### src/rtl/mips_defs.sv
// Shared MIPS pipeline definitions: next-PC select encodings, reset vector,
// nop encoding and the instruction-window fetch check.
package mips_defs;

  typedef enum logic [1:0] {
    PCSEL_PC4 = 2'd0,
    PCSEL_NPC = 2'd1,
    PCSEL_REG = 2'd2,
    PCSEL_RSV = 2'd3
  } pcsel_e;

  localparam logic [31:0] RESET_PC_DEF = 32'h0000_3000;
  localparam logic [31:0] IM_BYTES_DEF = 32'h0000_1000;
  localparam logic [31:0] NOP_INSTR    = 32'h0000_0000;
  localparam logic [31:0] PC_STEP      = 32'h0000_0004;

  // Window check is done in 33 bits so base + size cannot wrap.
  function automatic logic fetch_err(input logic [31:0] pc,
                                     input logic [31:0] base,
                                     input logic [31:0] size);
    logic [32:0] pc_w;
    logic [32:0] lo_w;
    logic [32:0] hi_w;
    logic        misaligned;
    pc_w       = {1'b0, pc};
    lo_w       = {1'b0, base};
    hi_w       = {1'b0, base} + {1'b0, size};
    misaligned = (pc[1:0] != 2'b00);
    return misaligned || (pc_w < lo_w) || (pc_w >= hi_w);
  endfunction

endpackage

### src/rtl/fetch_stage_if_id_reg.sv
// IF/ID pipeline register: reset clears, stall holds every field, flush loads a bubble.
module if_id_reg
  import mips_defs::*;
(
  input  logic        clk,
  input  logic        reset,
  input  logic        stall,
  input  logic        flush,
  input  logic [31:0] pc_in,
  input  logic [31:0] pc4_in,
  input  logic [31:0] instr_in,
  input  logic        err_in,
  output logic [31:0] pc_out,
  output logic [31:0] pc4_out,
  output logic [31:0] instr_out,
  output logic        valid_out,
  output logic        err_out
);

  logic [31:0] pc_d, pc_q;
  logic [31:0] pc4_d, pc4_q;
  logic [31:0] instr_d, instr_q;
  logic        valid_d, valid_q;
  logic        err_d, err_q;

  // Next-state selection; stall outranks flush so a held redirect is not lost.
  always_comb begin
    pc_d    = pc_q;
    pc4_d   = pc4_q;
    instr_d = instr_q;
    valid_d = valid_q;
    err_d   = err_q;
    if (stall) begin
      pc_d    = pc_q;
      pc4_d   = pc4_q;
      instr_d = instr_q;
      valid_d = valid_q;
      err_d   = err_q;
    end else if (flush) begin
      pc_d    = 32'h0000_0000;
      pc4_d   = 32'h0000_0000;
      instr_d = NOP_INSTR;
      valid_d = 1'b0;
      err_d   = 1'b0;
    end else begin
      pc_d    = pc_in;
      pc4_d   = pc4_in;
      instr_d = instr_in;
      valid_d = 1'b1;
      err_d   = err_in;
    end
  end

  // State register with synchronous reset.
  always_ff @(posedge clk) begin
    if (reset) begin
      pc_q    <= 32'h0000_0000;
      pc4_q   <= 32'h0000_0000;
      instr_q <= NOP_INSTR;
      valid_q <= 1'b0;
      err_q   <= 1'b0;
    end else begin
      pc_q    <= pc_d;
      pc4_q   <= pc4_d;
      instr_q <= instr_d;
      valid_q <= valid_d;
      err_q   <= err_d;
    end
  end

  assign pc_out    = pc_q;
  assign pc4_out   = pc4_q;
  assign instr_out = instr_q;
  assign valid_out = valid_q;
  assign err_out   = err_q;

endmodule

### src/rtl/fetch_stage.sv
// MIPS instruction-fetch stage: PC register, next-PC mux, fetch-address check
// and the IF/ID register feeding decode.
module fetch_stage
  import mips_defs::*;
#(
  parameter logic [31:0] RESET_PC = RESET_PC_DEF,
  parameter logic [31:0] IM_BYTES = IM_BYTES_DEF
) (
  input  logic        clk,
  input  logic        reset,
  input  logic        Stall,
  input  logic        Flush_D,
  input  logic [1:0]  PCSel,
  input  logic [31:0] NPC,
  input  logic [31:0] RegJump,
  input  logic [31:0] Instr_F,
  output logic [31:0] PC_F,
  output logic [31:0] PC_D,
  output logic [31:0] PC4_D,
  output logic [31:0] Instr_D,
  output logic        Valid_D,
  output logic        FetchErr_D
);

  logic [31:0] pc_d, pc_q;
  logic [31:0] pc4_f_s;
  logic [31:0] next_pc_s;
  logic        err_f_s;
  logic [31:0] instr_f_s;

  assign pc4_f_s = pc_q + PC_STEP;
  assign err_f_s = fetch_err(pc_q, RESET_PC, IM_BYTES);

  // Faulting fetches present a nop so nothing from a bad address reaches decode.
  always_comb begin
    instr_f_s = Instr_F;
    if (err_f_s) begin
      instr_f_s = NOP_INSTR;
    end else begin
      instr_f_s = Instr_F;
    end
  end

  // Next-PC mux; the reserved select falls back to sequential fetch.
  always_comb begin
    next_pc_s = pc4_f_s;
    case (pcsel_e'(PCSel))
      PCSEL_PC4: next_pc_s = pc4_f_s;
      PCSEL_NPC: next_pc_s = NPC;
      PCSEL_REG: next_pc_s = RegJump;
      default:   next_pc_s = pc4_f_s;
    endcase
  end

  // PC update: stall holds; flush does not stop the PC from advancing.
  always_comb begin
    pc_d = pc_q;
    if (Stall) begin
      pc_d = pc_q;
    end else begin
      pc_d = next_pc_s;
    end
  end

  // Program counter register.
  always_ff @(posedge clk) begin
    if (reset) begin
      pc_q <= RESET_PC;
    end else begin
      pc_q <= pc_d;
    end
  end

  assign PC_F = pc_q;

  if_id_reg u_if_id (
    .clk       (clk),
    .reset     (reset),
    .stall     (Stall),
    .flush     (Flush_D),
    .pc_in     (pc_q),
    .pc4_in    (pc4_f_s),
    .instr_in  (instr_f_s),
    .err_in    (err_f_s),
    .pc_out    (PC_D),
    .pc4_out   (PC4_D),
    .instr_out (Instr_D),
    .valid_out (Valid_D),
    .err_out   (FetchErr_D)
  );

endmodule

### config.mk
export PLATFORM = sky130hd
export DESIGN_NAME = fetch_stage
export DESIGN_NICKNAME = d
export VERILOG_FILES = /design/src/rtl/mips_defs.sv /design/src/rtl/fetch_stage_if_id_reg.sv /design/src/rtl/fetch_stage.sv
export SDC_FILE = /design/constraint.sdc
export NUM_CORES = 1
export LEC_CHECK = 0
export ABC_CLOCK_PERIOD_IN_PS = 5100
export CAP_MARGIN = 15
export CORE_MARGIN = 1.5
export CORE_UTILIZATION = 35
export DETAILED_ROUTE_END_ITERATION = 10
export PLACE_DENSITY_LB_ADDON = 0.25
export RECOVER_POWER = 25
export REMOVE_ABC_BUFFERS = 1
export SYNTH_ARGS = -nofsm -noshare
export SYNTH_HDL_FRONTEND = slang
export SYNTH_SLANG_ARGS = --single-unit
export TNS_END_PERCENT = 10
### constraint.sdc
create_clock -name clk -period 5.1 [get_ports clk]
set_input_delay 1.02 -clock clk [delete_from_list [all_inputs] [get_ports clk]]
set_output_delay 1.02 -clock clk [all_outputs]
set_load 0.05 [all_outputs]
==> summary.txt <==
Status: finished with violations
Violated checks: capacitance limit, slew limit
Antenna viol nets, final: 0
Total GRT Usage: 23.0%
Switching pwr: 781 µW
Leak: 0.00307 µW
Pre-antenna DRT Iters: 5
Routed via count: 6,046
Drt initial violations: 349
RePlAce Congestion: 0.810
Clk Latency, worst-skew pair: 0.43 ns
Worst path slowest cell: clkbuf_1
Cts-stage hold buffer count: 0
Comb power frac: 16.9%
M2 GR Usage: 37.2%
Final setup vio count: 0
Num CTS Buffers: 17
Hpwl dp: 14,100 µm
Actual transition at the worst max-transition pin: 2.05 ns
Max stage delay on crit path: 1.44 ns
Fin nets: 1,005
Die width: 134 µm
Tightest Hold Check Type: reg -> reg
Post-synth ARST share: 0%
Final period util: 67.9%
Mapped Area: 5970 µm²
Yosys reg bits: 128
Clk buf depth: 2
Cell Rows: 47
GRT met3 Usage: 7.80%
Peak supply drop: 216 µV
Dpl cell area: 8310 µm²
Die area: 17,800 µm²
WL final: 20,600 µm
Worst Clk Skew: 0.0124 ns
Overflow after GRT: 0
Final Power: 2660 µW
Number of buffers added on ports: 231
DR DRC count: 0
Die height: 134 µm
Worst Path Arrival: 3.74 ns
Starting Density: 35.8%
Met1 usage: 29.3%
Most used cell, CP: clkbuf_1
Layout area overhead: 48.1%
Clk pin slew, worst setup/hold paths: 0.06 ns
Routed vias/inst: 5.34
Initial antenna violation count: 1
Req. time, crit path: 5.38 ns
Power per cell area: 301 nW/µm²
Seq/Total Area, Yosys: 43.0%
Drt wl/cell: 18.2 µm
Post-synth cell types: 55
Layout cells sized above 1: 5.81%
Setup TNS: 0 ns
Core area: 16,600 µm²
Vias in the first global route: 5,787
Slew margin rel.: -36.7%
Fin worst setup slack: 1.64 ns
H-tree Lvls: 4
First-pass GRT wire length: 32,200 µm
Busiest layer in global routing: met2
Min Tclk post-route: 3.46 ns
Core Util, Final: 53.1%
CP cell instances: clkbuf_1 -> nor4_1 -> clkbuf_1 -> a22oi_1 -> nor2_1
Avg Synthesized Cell Area: 8.38 µm²
Nature of the critical path endpoint: register
Ant diodes: 0
Critical-path maximum fanout: 38
Seq pwr share: 40.3%
Cell count after synthesis: 712
TritonCTS clock tree: built
Internal power: 1880 µW
Design area: 8840 µm²
RSZ-0062 raised after global routing: no
Clk root buf: clkbuf_16
Hold Vio Cnt, Final: 0
Achievable Freq: 289 MHz
Largest net degree at the start of global routing: 70
Io pins: 232
Number of synthesized flops with an enable pin: 0
Setup CP Type: in -> reg
Fill count: 1,568
Final Max Tran Viols: 72
Setup crit start kind: input port
Setup Fix Bufs, Post-CTS: 0
Clock Sinks: 128
Top FF cell, synth: dfxtp_1
Sw frac: 29.4%
Post-CTS Resized: 0
Clock Power Share: 42.9%
YS warnings: 0
Max-Cap Viols: 2
Setup slack at placement: 1.79 ns
[synth_stat cells (4+ instances only)]
| cell | count | area share [%] |
|---|---|---|
| dfxtp_1 | 128 | 43 |
| nor2_1 | 113 | 7.1 |
| a21oi_1 | 69 | 5.8 |
| a22oi_1 | 60 | 7.6 |
| clkbuf_1 | 50 | 3.1 |
| nand2_1 | 26 | 1.6 |
| nor3_1 | 24 | 2.0 |
| a22o_1 | 23 | 3.4 |
| nor3b_1 | 21 | 2.6 |
| xnor2_1 | 19 | 2.8 |
| inv_1 | 15 | 0.94 |
| nand3_1 | 13 | 1.1 |
| buf_2 | 11 | 0.92 |
| nor4_1 | 11 | 1.2 |
| a31oi_1 | 10 | 1.0 |
| a221oi_1 | 9 | 1.3 |
| nand4_1 | 9 | 0.94 |
| xor2_1 | 9 | 1.3 |
| o22ai_1 | 7 | 0.73 |
| buf_4 | 6 | 0.75 |
| or3_1 | 6 | 0.63 |
| nor2b_1 | 5 | 0.52 |
| o21ai_0 | 5 | 0.42 |
| o32ai_1 | 5 | 0.73 |
| and3_1 | 4 | 0.42 |
| and4_1 | 4 | 0.59 |
| ha_1 | 4 | 0.84 |
[worst paths after layout]
| check | startpoint | to | slack (ns) | cells past startpoint |
|---|---|---|---|---|
| worst max-delay path | Flush_D | u_if_id.instr_out[29] | 1.64 | 5 |
| worst min-delay path | u_if_id.pc4_out[11] | u_if_id.pc4_out[11] | 0.48 | 1 |
| worst max register to register | PC_F[13] | u_if_id.instr_out[29] | 2.17 | 6 |
| worst min register to register | u_if_id.pc4_out[11] | u_if_id.pc4_out[11] | 0.48 | 1 |
[power groups by stage]
stage                     Clock, µW  Combinational, µW  Sequential [µW]
after floorplan                   0                126             1190
after global placement            0                450             1090
after detailed placement          0                452             1090
after CTS                      1160                453             1070
after global routing           1210                479             1080
final                          1140                448             1070
[cell type report]
class                   count  area [µm²]  share of cell area, %
multi-input cells         498        3040                   34.4
repair buffers            239        2360                   26.7
flip-flops and latches    128        2560                   29.0
well taps                 220         275                   3.11
inverters                  15        56.3                  0.637
clock buffers              18         429                   4.86
clock inverters            14         116                   1.32
[layer usage]
layer  vias to the layer above  share of wire (%)
met5                         -                  0
met4                         0                1.1
met3                        18                8.4
met2                       211                 46
met1                      2855                 44
li1                       2962                  -
[stage by stage]
stage,std cells,hold WS (ns)
2_1_floorplan,641,0.678
3_3_place_gp,1100,0.461
6_report,1132,0.480
5_1_grt,1132,0.496
3_5_place_dp,1100,0.469
4_1_cts,1132,0.483
[cell usage in the layout, fill, tap and decap left out, types with 10 or more instances in the layout]
| cell type | n |
|---|---|
| nor4_1 | 12 |
| nand2_1 | 26 |
| a21oi_1 | 69 |
| nor3_1 | 23 |
| a22o_1 | 23 |
| a22oi_1 | 60 |
| inv_1 | 15 |
| nand3_1 | 13 |
| xnor2_1 | 19 |
| a31oi_1 | 10 |
| clkbuf_16 | 17 |
| clkdlybuf4s50_1 | 228 |
| nor3b_1 | 21 |
| dfxtp_1 | 128 |
| nor2_1 | 112 |
[critical path: cells and delay by family]
kind / cells / cell delay [ns]
compound gates: 1 / 0.38
buf+inv: 2 / 2.10
simple gates: 2 / 0.21
[sequential cells by signal (all words and copies together) (netlist names)]
| name | flops |
|---|---|
| PC_F | 32 |
| u_if_id.pc_out | 32 |
| u_if_id.err_out | 1 |
| u_if_id.valid_out | 1 |
| u_if_id.pc4_out | 30 |
| u_if_id.instr_out | 32 |
[cell families after synthesis]
logic type      count (synthesis)  share of synthesized area (%)
compound gates                208                           23.8
mux                             2                          0.336
simple gates                  256                           21.8
buf+inv                        86                           6.14
fa+ha+maj                       4                          0.839
xor+xnor                       28                           4.11
flops                         128                           43.0
(Power assumes the default switching activity.)
